## config.mk

```make
export PLATFORM = sky130hd
export DESIGN_NAME = seg_scan_arbiter
export DESIGN_NICKNAME = d
export VERILOG_FILES = /design/src/rtl/seg_scan_arbiter.sv
export SDC_FILE = /design/constraint.sdc
export NUM_CORES = 1
export LEC_CHECK = 0
export ABC_CLOCK_PERIOD_IN_PS = 2900
export CAP_MARGIN = 20
export CORE_UTILIZATION = 35
export CTS_CLUSTER_SIZE = 14
export DETAILED_ROUTE_END_ITERATION = 16
export GPL_TIMING_DRIVEN = 0
export SLEW_MARGIN = 40
export SYNTH_ARGS = -nofsm -noshare
export SYNTH_HDL_FRONTEND = slang
export SYNTH_SLANG_ARGS = --single-unit
```

## constraint.sdc

```tcl
create_clock -name clk_i -period 2.9 [get_ports clk_i]
set_input_delay 0.58 -clock clk_i [delete_from_list [all_inputs] [get_ports clk_i]]
set_output_delay 0.58 -clock clk_i [all_outputs]
set_load 0.01 [all_outputs]
```

## src/rtl/seg_scan_arbiter.sv

```systemverilog
// Shares a 4-digit seven-segment display between two pattern sources. Grants change only at
// full-scan boundaries. Optional anode ghost blanking: define SEG_SCAN_GHOST_BLANK_EN.
module seg_scan_arbiter #(
    parameter int unsigned REFRESH_COUNT_MAX = 50000,
    parameter int unsigned HOLD_SCANS        = 4
) (
    input  logic        clk_i,
    input  logic        reset_i,
    input  logic [1:0]  req_i,
    input  logic [31:0] src0_dig_i,
    input  logic [31:0] src1_dig_i,
    output logic [1:0]  gnt_o,
    output logic [3:0]  an_o,
    output logic [7:0]  seg_o
);

    localparam int unsigned CNT_W  = $clog2(REFRESH_COUNT_MAX + 1);
    localparam int unsigned HOLD_W = $clog2(HOLD_SCANS + 1);
    localparam logic [CNT_W-1:0]  CNT_MAX  = CNT_W'(REFRESH_COUNT_MAX);
    localparam logic [HOLD_W-1:0] HOLD_MAX = HOLD_W'(HOLD_SCANS);

    typedef enum logic [1:0] {
        ST_IDLE = 2'd0,
        ST_OWN0 = 2'd1,
        ST_OWN1 = 2'd2
    } state_e;

    state_e             state_q, state_d;
    logic [CNT_W-1:0]   presc_q, presc_d;
    logic [1:0]         idx_q, idx_d;
    logic [HOLD_W-1:0]  hold_q, hold_d;
    logic               last_q, last_d;
    logic [1:0]         gnt_q, gnt_d;
    logic [3:0]         an_q, an_d;
    logic [7:0]         seg_q, seg_d;

    logic               tick_c;
    logic               boundary_c;
    logic               hold_done_c;
    logic [31:0]        sel_dig_c;

    // State register
    always_ff @(posedge clk_i or posedge reset_i) begin
        if (reset_i) begin
            state_q <= ST_IDLE;
            presc_q <= '0;
            idx_q   <= 2'd0;
            hold_q  <= '0;
            last_q  <= 1'b1;
            gnt_q   <= 2'b00;
            an_q    <= 4'hF;
            seg_q   <= 8'hFF;
        end else begin
            state_q <= state_d;
            presc_q <= presc_d;
            idx_q   <= idx_d;
            hold_q  <= hold_d;
            last_q  <= last_d;
            gnt_q   <= gnt_d;
            an_q    <= an_d;
            seg_q   <= seg_d;
        end
    end

    // Scan timing, arbitration and display output path
    always_comb begin
        state_d     = state_q;
        hold_d      = hold_q;
        last_d      = last_q;
        presc_d     = presc_q + CNT_W'(1);
        idx_d       = idx_q;
        gnt_d       = 2'b00;
        an_d        = 4'hF;
        seg_d       = 8'hFF;
        sel_dig_c   = src0_dig_i;

        tick_c      = (presc_q == CNT_MAX);
        boundary_c  = tick_c && (idx_q == 2'd3);
        hold_done_c = ((32'(hold_q) + 32'd1) >= HOLD_SCANS);

        if (tick_c) begin
            presc_d = '0;
            idx_d   = idx_q + 2'd1;
        end

        if (boundary_c) begin
            case (state_q)
                ST_IDLE: begin
                    case (req_i)
                        2'b01:   state_d = ST_OWN0;
                        2'b10:   state_d = ST_OWN1;
                        2'b11:   state_d = last_q ? ST_OWN0 : ST_OWN1;
                        default: state_d = ST_IDLE;
                    endcase
                end
                ST_OWN0: begin
                    if (!req_i[0]) begin
                        state_d = req_i[1] ? ST_OWN1 : ST_IDLE;
                    end else if (req_i[1] && hold_done_c) begin
                        state_d = ST_OWN1;
                    end
                end
                ST_OWN1: begin
                    if (!req_i[1]) begin
                        state_d = req_i[0] ? ST_OWN0 : ST_IDLE;
                    end else if (req_i[0] && hold_done_c) begin
                        state_d = ST_OWN0;
                    end
                end
                default: state_d = ST_IDLE;
            endcase

            if (state_d != state_q) begin
                hold_d = '0;
            end else if ((state_q != ST_IDLE) && (hold_q != HOLD_MAX)) begin
                hold_d = hold_q + HOLD_W'(1);
            end

            if ((state_d == ST_OWN0) && (state_q != ST_OWN0)) begin
                last_d = 1'b0;
            end else if ((state_d == ST_OWN1) && (state_q != ST_OWN1)) begin
                last_d = 1'b1;
            end
        end

        case (state_d)
            ST_OWN0: gnt_d = 2'b01;
            ST_OWN1: gnt_d = 2'b10;
            default: gnt_d = 2'b00;
        endcase

        // Display follows the pre-edge index and owner, sampling source data live
        if (state_q == ST_OWN1) begin
            sel_dig_c = src1_dig_i;
        end
        if (state_q != ST_IDLE) begin
            an_d = ~(4'b0001 << idx_q);
            case (idx_q)
                2'd0:    seg_d = sel_dig_c[7:0];
                2'd1:    seg_d = sel_dig_c[15:8];
                2'd2:    seg_d = sel_dig_c[23:16];
                default: seg_d = sel_dig_c[31:24];
            endcase
        end
`ifdef SEG_SCAN_GHOST_BLANK_EN
        if (32'(presc_q) < 32'd16) begin
            an_d = 4'hF;
        end
`else
`endif
    end

    assign gnt_o = gnt_q;
    assign an_o  = an_q;
    assign seg_o = seg_q;

endmodule

```

==> results of run 1 <==
-- power by group --
| group | internal [mW] | switching (mW) | total [mW] |
|---|---|---|---|
| registers | 0.542 | 0.00439 | 0.547 |
| clock network | 0.191 | 0.199 | 0.391 |
| logic | 0.108 | 0.0505 | 0.158 |
| total | 0.842 | 0.254 | 1.10 |
-- cell type report --
cell class	count	area (um2)
buffer	20	90.1
clock buffer	6	82.6
clock inverter	2	12.5
fill	631	3070
inverter	9	33.8
multi-input combinational	206	1320
sequential	38	967
tap	77	96.3
timing repair buffer	81	821
-- cell families (layout without fill, tap and decap cells) --
group	Yosys count	in the layout	share of synthesized area, %
adder cells (fa/ha/maj)	9	9	4.67
XOR/XNOR	13	13	4.72
buffers and inverters	29	118	5.14
flip-flops	38	38	40.1
AND/OR/NAND/NOR	87	87	19.1
AO/OA/AOI/OAI	87	87	21.7
multiplexers	10	10	4.57
-- layer usage --
| metal | vias to the layer above | GRT usage, % |
|---|---|---|
| li1 | 1155 | - |
| met1 | 1087 | 26.1 |
| met2 | 51 | 30.9 |
| met3 | 11 | 3.89 |
| met4 | 0 | 7.40 |
| met5 | - | 0 |
-- placed cells by master (no fill, tap or decap), types with 7 or more instances in the layout --
cell type and instances:
clkdlybuf4s50_1 80, nor2_1 16, o21ai_0 17, mux2_2 8, dfstp_2 13, a22oi_1 8
clkbuf_1 12, ha_1 9, inv_1 8, o21ai_1 7, nand3_1 14, nand2_1 27
xnor2_1 10, a221oi_1 8, a21oi_1 35, dfrtp_1 25
-- state kept, by name (all words and copies together) (netlist names) --
signal,cells
an_o,4
gnt_o,2
hold_q,3
idx_q,2
last_q,1
presc_q,16
seg_o,8
state_q,2
-- through the flow --
step                power [mW]  utilization [%]
finish                    1.10             52.7
floorplan                0.600                -
global route              1.15             52.7
CTS                       1.12             52.7
global placement         0.710             50.9
detailed placement       0.716             51.2
-- worst min path at each step --
stage | startpoint | to | slack, ns
2_1_floorplan | presc_q[7]$_DFF_PP0_ | presc_q[7]$_DFF_PP0_ | 0.46
6_report | presc_q[7]$_DFF_PP0_ | presc_q[7]$_DFF_PP0_ | 0.49
5_1_grt | presc_q[7]$_DFF_PP0_ | presc_q[7]$_DFF_PP0_ | 0.52
4_1_cts | presc_q[7]$_DFF_PP0_ | presc_q[7]$_DFF_PP0_ | 0.50
3_5_place_dp | presc_q[7]$_DFF_PP0_ | presc_q[7]$_DFF_PP0_ | 0.48
3_3_place_gp | presc_q[7]$_DFF_PP0_ | presc_q[7]$_DFF_PP0_ | 0.48
-- worst max-delay path: cells and delay by family (launching register included) --
family,cells,cell delay [ns]
buffers and inverters,3,0.78
AO/OA/AOI/OAI,4,0.72
flip-flops,1,0.43
adder cells (fa/ha/maj),1,0.16
==> results.ini, run 1 <==
[synthesis]
ys_warn_count = 0
synth_common_cells = 35 x a21oi_1, 27 x nand2_1, 25 x dfrtp_1, 17 x o21ai_0, 16 x nor2_1
syn_area_per_cell_um2 = 8.83
post-synth-top-count-cell = a21oi_1
ys.flop_type = dfrtp_1
ys_seq_area_share_pct = 40.1
synth-edff-count = 0
syn_nets = 350
synth.distinct_cells = 46
syn_area_mm2 = 0.00241
ys_seq_elements = 38
synth_area_leader_cell = dfrtp_1
synthCells = 273
yosys-top-cells-area = dfrtp_1 26%, dfstp_2 14%, a21oi_1 7.3%, ha_1 4.7%, nand2_1 4.2%
async_flop_share_pct = 100
synth_top_area_share_pct = 26.0

[clocking]
tritoncts = yes
cts_root_buf = clkbuf_8
cts_hold_buffers = 0
htreeDepth = 2
cts.clk_slew.worst_paths_ns = 0.08
post_cts_buffers = 0
clk_latency_ns = 0.29
clk_path_buf_depth = 2
cts_resized = 0
cts_sinks = 38
numCtsBuffers = 5

[power_and_ir_drop]
p_per_area_mw_per_mm2 = 320
vdd_ir_drop_max_v = 0.000223
power_leakage_nw = 1.33

[timing]
slew_headroom_pct = 68.7
rsz0062_at_grt = false
timing.hold.ws_ns = 0.495
finalSetupViolCount = 0
max_freq_mhz = 458
tns_ns = 0
finalCritPeriodShare_pct = 75.3
fin_crit_ns = 2.18
fin_skew_ns = 0.00289
hold_viol = 0
slew_violations = 0
fin_ws_ns = 0.715
worst_slew_pin_slew_ns = 0.469

[global_route]
grtUsageTotal_pct = 19.5
antenna_found_initial = 0
grt_pass1_wl_mm = 10.9
grt_max_degree = 26
gr-total-overflow = 0
grt_pass1_vias = 2130

[setup_path]
timing.rr.start = idx_q[0]$_DFFE_PP0N_
endpoint = seg_o[1]$_DFF_PP1_
slowest_stage = dfrtp_1
crit_start = idx_q[0]$_DFFE_PP0N_
reg2reg_to = seg_o[1]$_DFF_PP1_
critPathMaxFanout = 10
reg2regPathDepth = 8
worst_ep_required_time_ns = 3.11
arrival_ns = 2.39
end_kind = flop
cpPeakStageDelay_ns = 0.43
critPathKind = flop to flop
rrSetupSlack_ns = 0.72
critPathLaunchType = flop
path_cells = inv_1 > ha_1 > clkbuf_1 > clkbuf_1 > a22oi_1 > a21oi_1 > a21oi_1 > o21ai_0

[finish]
fin_cells = 439
syn_to_final_growth_pct = 42.0
drive_above_1_share_pct = 11.9
nets = 438
fin_area_mm2 = 0.00342
antenna_cells = 0

[detailed_routing]
m1WireLength_mm = 3.23
wl_met2_mm = 3.23
ant_nets = 0
topRoutingLayerUsed = met4
dr_wl_met3_um = 229
num_vias = 2304
wl_mm = 6.83
drtIter0Drc = 142
via_per_inst = 5.25
drt-pass1-iter-count = 10
wl_per_cell_um = 15.6
drc_errors = 5

[placement]
dp.cells = 431
place_congestion = 0.827
port_buffers = 80
place_ws_ns = 0.706
placed_area_mm2 = 0.00333
dp_hpwl_mm = 5.26

[status]
status = finished with violations
violations = design-rule violations

[hold_path]
hold_path_class = flop to flop
hold_path_depth = 1

[floorplanning]
io_pins = 82
die-width_um = 85.0
die-area_mm2 = 0.00722
initial_core_util_pct = 37.1
dieHeight_um = 85.0
core.rowCount = 29
core_mm2 = 0.00649

[job]
maxCapViolCount = 0

No activity file was read; power rests on OpenSTA's default activity.
==> inputs of run 2 (changes only) <==
- ABC_CLOCK_PERIOD_IN_PS: 2900 -> 1900
- PLACE_DENSITY: not set -> 0.67
- clock period: 2.9 -> 1.9 ns (I/O delays scaled with it)
==> results.ini, run 2 (same netlist as run 1, synthesis figures left out) <==
[power_and_ir_drop]
power_leakage_nw = 1.39  ; was 1.33 nW
p_total_mw = 1.80  ; was 1.10 mW
vdd_ir_drop_max_v = 0.000432  ; was 0.000223 V
p_per_area_mw_per_mm2 = 509  ; was 320 mW/mm2

[finish]
most-common-layout-cells = 80 x clkdlybuf4s50_1, 34 x a21oi_1, 27 x nand2_1, 25 x dfrtp_1, 15 x o21ai_0  ; was 80 x clkdlybuf4s50_1, 35 x a21oi_1, 27 x nand2_1, 25 x dfrtp_1, 17 x o21ai_0
largest_reg_flops = 16  ; unchanged
drive_above_1_share_pct = 16.3  ; was 11.9%
syn_to_final_growth_pct = 47.2  ; was 42.0%
antenna_cells = 0  ; unchanged
nets = 438  ; unchanged
regArea_um2 = 967  ; unchanged
layout_commonest_cell = clkdlybuf4s50_1  ; unchanged
top_register = presc_q  ; unchanged
multi_input_area_mm2 = 0.00139  ; was 0.00132 mm2
n_fill_cell = 579  ; was 631

[detailed_routing]
wl_mm = 6.91  ; was 6.83 mm
via_per_inst = 5.26  ; was 5.25
drc_errors = 3  ; was 5
num_vias = 2309  ; was 2304
drt-pass1-iter-count = 11  ; was 10
ant_nets = 0  ; unchanged
wl_per_cell_um = 15.7  ; was 15.6 um
drtIter0Drc = 103  ; was 142

[floorplanning]
die-area_mm2 = 0.00722  ; unchanged
dieHeight_um = 85.0  ; unchanged
initial_core_util_pct = 37.1  ; unchanged
die-width_um = 85.0  ; unchanged
io_pins = 82  ; unchanged
core_mm2 = 0.00649  ; unchanged
core.rowCount = 29  ; unchanged

[setup_path]
critPathMaxFanout = 10  ; unchanged
end_kind = flop  ; unchanged
arrival_ns = 2.05  ; was 2.39 ns
critPathLaunchType = flop  ; unchanged
critPathKind = flop to flop  ; unchanged
worst_ep_required_time_ns = 2.11  ; was 3.11 ns

[global_route]
grt_pass1_wl_mm = 11.2  ; was 10.9 mm
gr-total-overflow = 0  ; unchanged
grtUsageTotal_pct = 19.7  ; was 19.5%
grt_max_degree = 22  ; was 26
grt_pass1_vias = 2327  ; was 2130
antenna_found_initial = 0  ; unchanged

[clocking]
cts.clk_slew.worst_paths_ns = 0.07  ; was 0.08 ns
clk_latency_ns = 0.29  ; about the same
cts_sinks = 38  ; unchanged
clk_path_buf_depth = 2  ; unchanged
tritoncts = yes  ; unchanged
numCtsBuffers = 5  ; unchanged
htreeDepth = 2  ; unchanged
cts_hold_buffers = 0  ; unchanged
cts_root_buf = clkbuf_8  ; unchanged

[job]
maxCapViolCount = 0  ; unchanged

[timing]
slew_violations = 0  ; unchanged
finalCritPeriodShare_pct = 96.7  ; was 75.3%
max_freq_mhz = 544  ; was 458 MHz
tns_ns = 0  ; unchanged
worst_slew_pin_slew_ns = 0.443  ; was 0.469 ns
hold_viol = 0  ; unchanged
finalSetupViolCount = 0  ; unchanged
fin_skew_ns = 0.00672  ; was 0.00289 ns
rsz0062_at_grt = true  ; was false
fin_crit_ns = 1.84  ; was 2.18 ns
slew_headroom_pct = 70.5  ; was 68.7%

[placement]
port_buffers = 80  ; unchanged
dp_hpwl_mm = 5.35  ; was 5.26 mm
place_congestion = 0.836  ; was 0.827

[hold_path]
hold_path_class = primary input to asynchronous set/reset pin  ; was flop to flop

[status]
status = finished with violations  ; unchanged
violations = design-rule violations  ; unchanged

==> run 2: power by group <==
group          internal [mW]  total, mW  switching (mW)  leakage (nW)
clock                  0.428      0.713           0.285        0.0585
sequential             0.828      0.836         0.00796         0.456
combinational          0.170      0.255          0.0851         0.873
total                   1.43       1.80           0.378          1.39
==> run 2: per-stage QoR <==
| stage | instances | worst slack [ns] | instance area (um2) | util (%) | hold WS [ns] |
|---|---|---|---|---|---|
| 3_3_place_gp | 430 | -0.180 | 3310 | 50.9 | 0.478 |
| 2_1_floorplan | 273 | 0.0828 | 2410 | - | 0.459 |
| 5_1_grt | 439 | -0.0667 | 3550 | 54.6 | 0.440 |
| 4_1_cts | 441 | 0.000430 | 3490 | 53.7 | 0.400 |
| 6_report | 439 | 0.0633 | 3550 | 54.6 | 0.396 |
| 3_5_place_dp | 431 | -0.210 | 3330 | 51.3 | 0.486 |
==> run 2: final cells by class <==
cell class,count,area share (%)
inverter,9,0.952
buffer,17,2.79
multi-input combinational,206,39.0
clock inverter,1,0.846
tap,77,2.72
clock buffer,7,2.43
timing repair buffer,84,24.0
sequential,38,27.3
==> run 2: path summary, 6_finish.rpt <==
path | from | endpoint | slack, ns | cells after the start
worst min-delay path | reset_i | presc_q[7]$_DFF_PP0_ | 0.40 | 2
min in group clk_i | presc_q[7]$_DFF_PP0_ | presc_q[7]$_DFF_PP0_ | 0.50 | 1
worst max register to register | state_q[1]$_DFF_PP0_ | seg_o[0]$_DFF_PP1_ | 0.06 | 8
worst max-delay path | state_q[1]$_DFF_PP0_ | seg_o[0]$_DFF_PP1_ | 0.06 | 8
max in group asynchronous | reset_i | seg_o[0]$_DFF_PP1_ | 0.98 | 3
worst min register to register | presc_q[7]$_DFF_PP0_ | presc_q[7]$_DFF_PP0_ | 0.50 | 1
==> run 2: worst max-delay path, cell delays in order (launching register included) <==
cell and delay (ns):
dfrtp_1 0.37, clkbuf_4 0.19, nor2b_1 0.14, clkbuf_4 0.20, buf_4 0.19, buf_4 0.18
a21oi_1 0.23, a21oi_1 0.10, o21ai_0 0.17
==> run 2: timing repair <==
action / CTS / global route
setup endpoints to repair: 11 / 16
resized for setup: 8 / 20
buffers inserted: 3 / 0
pin swaps: 1 / 1
==> run 2: per-layer routing <==
metal  up-vias  GRT usage (%)  part of all wire (%)
met3        15           3.50                   2.6
met5         -              0                     0
met1      1102           25.5                    43
met2        42           33.2                    52
li1       1150              -                     -
met4         0           6.78                   2.2
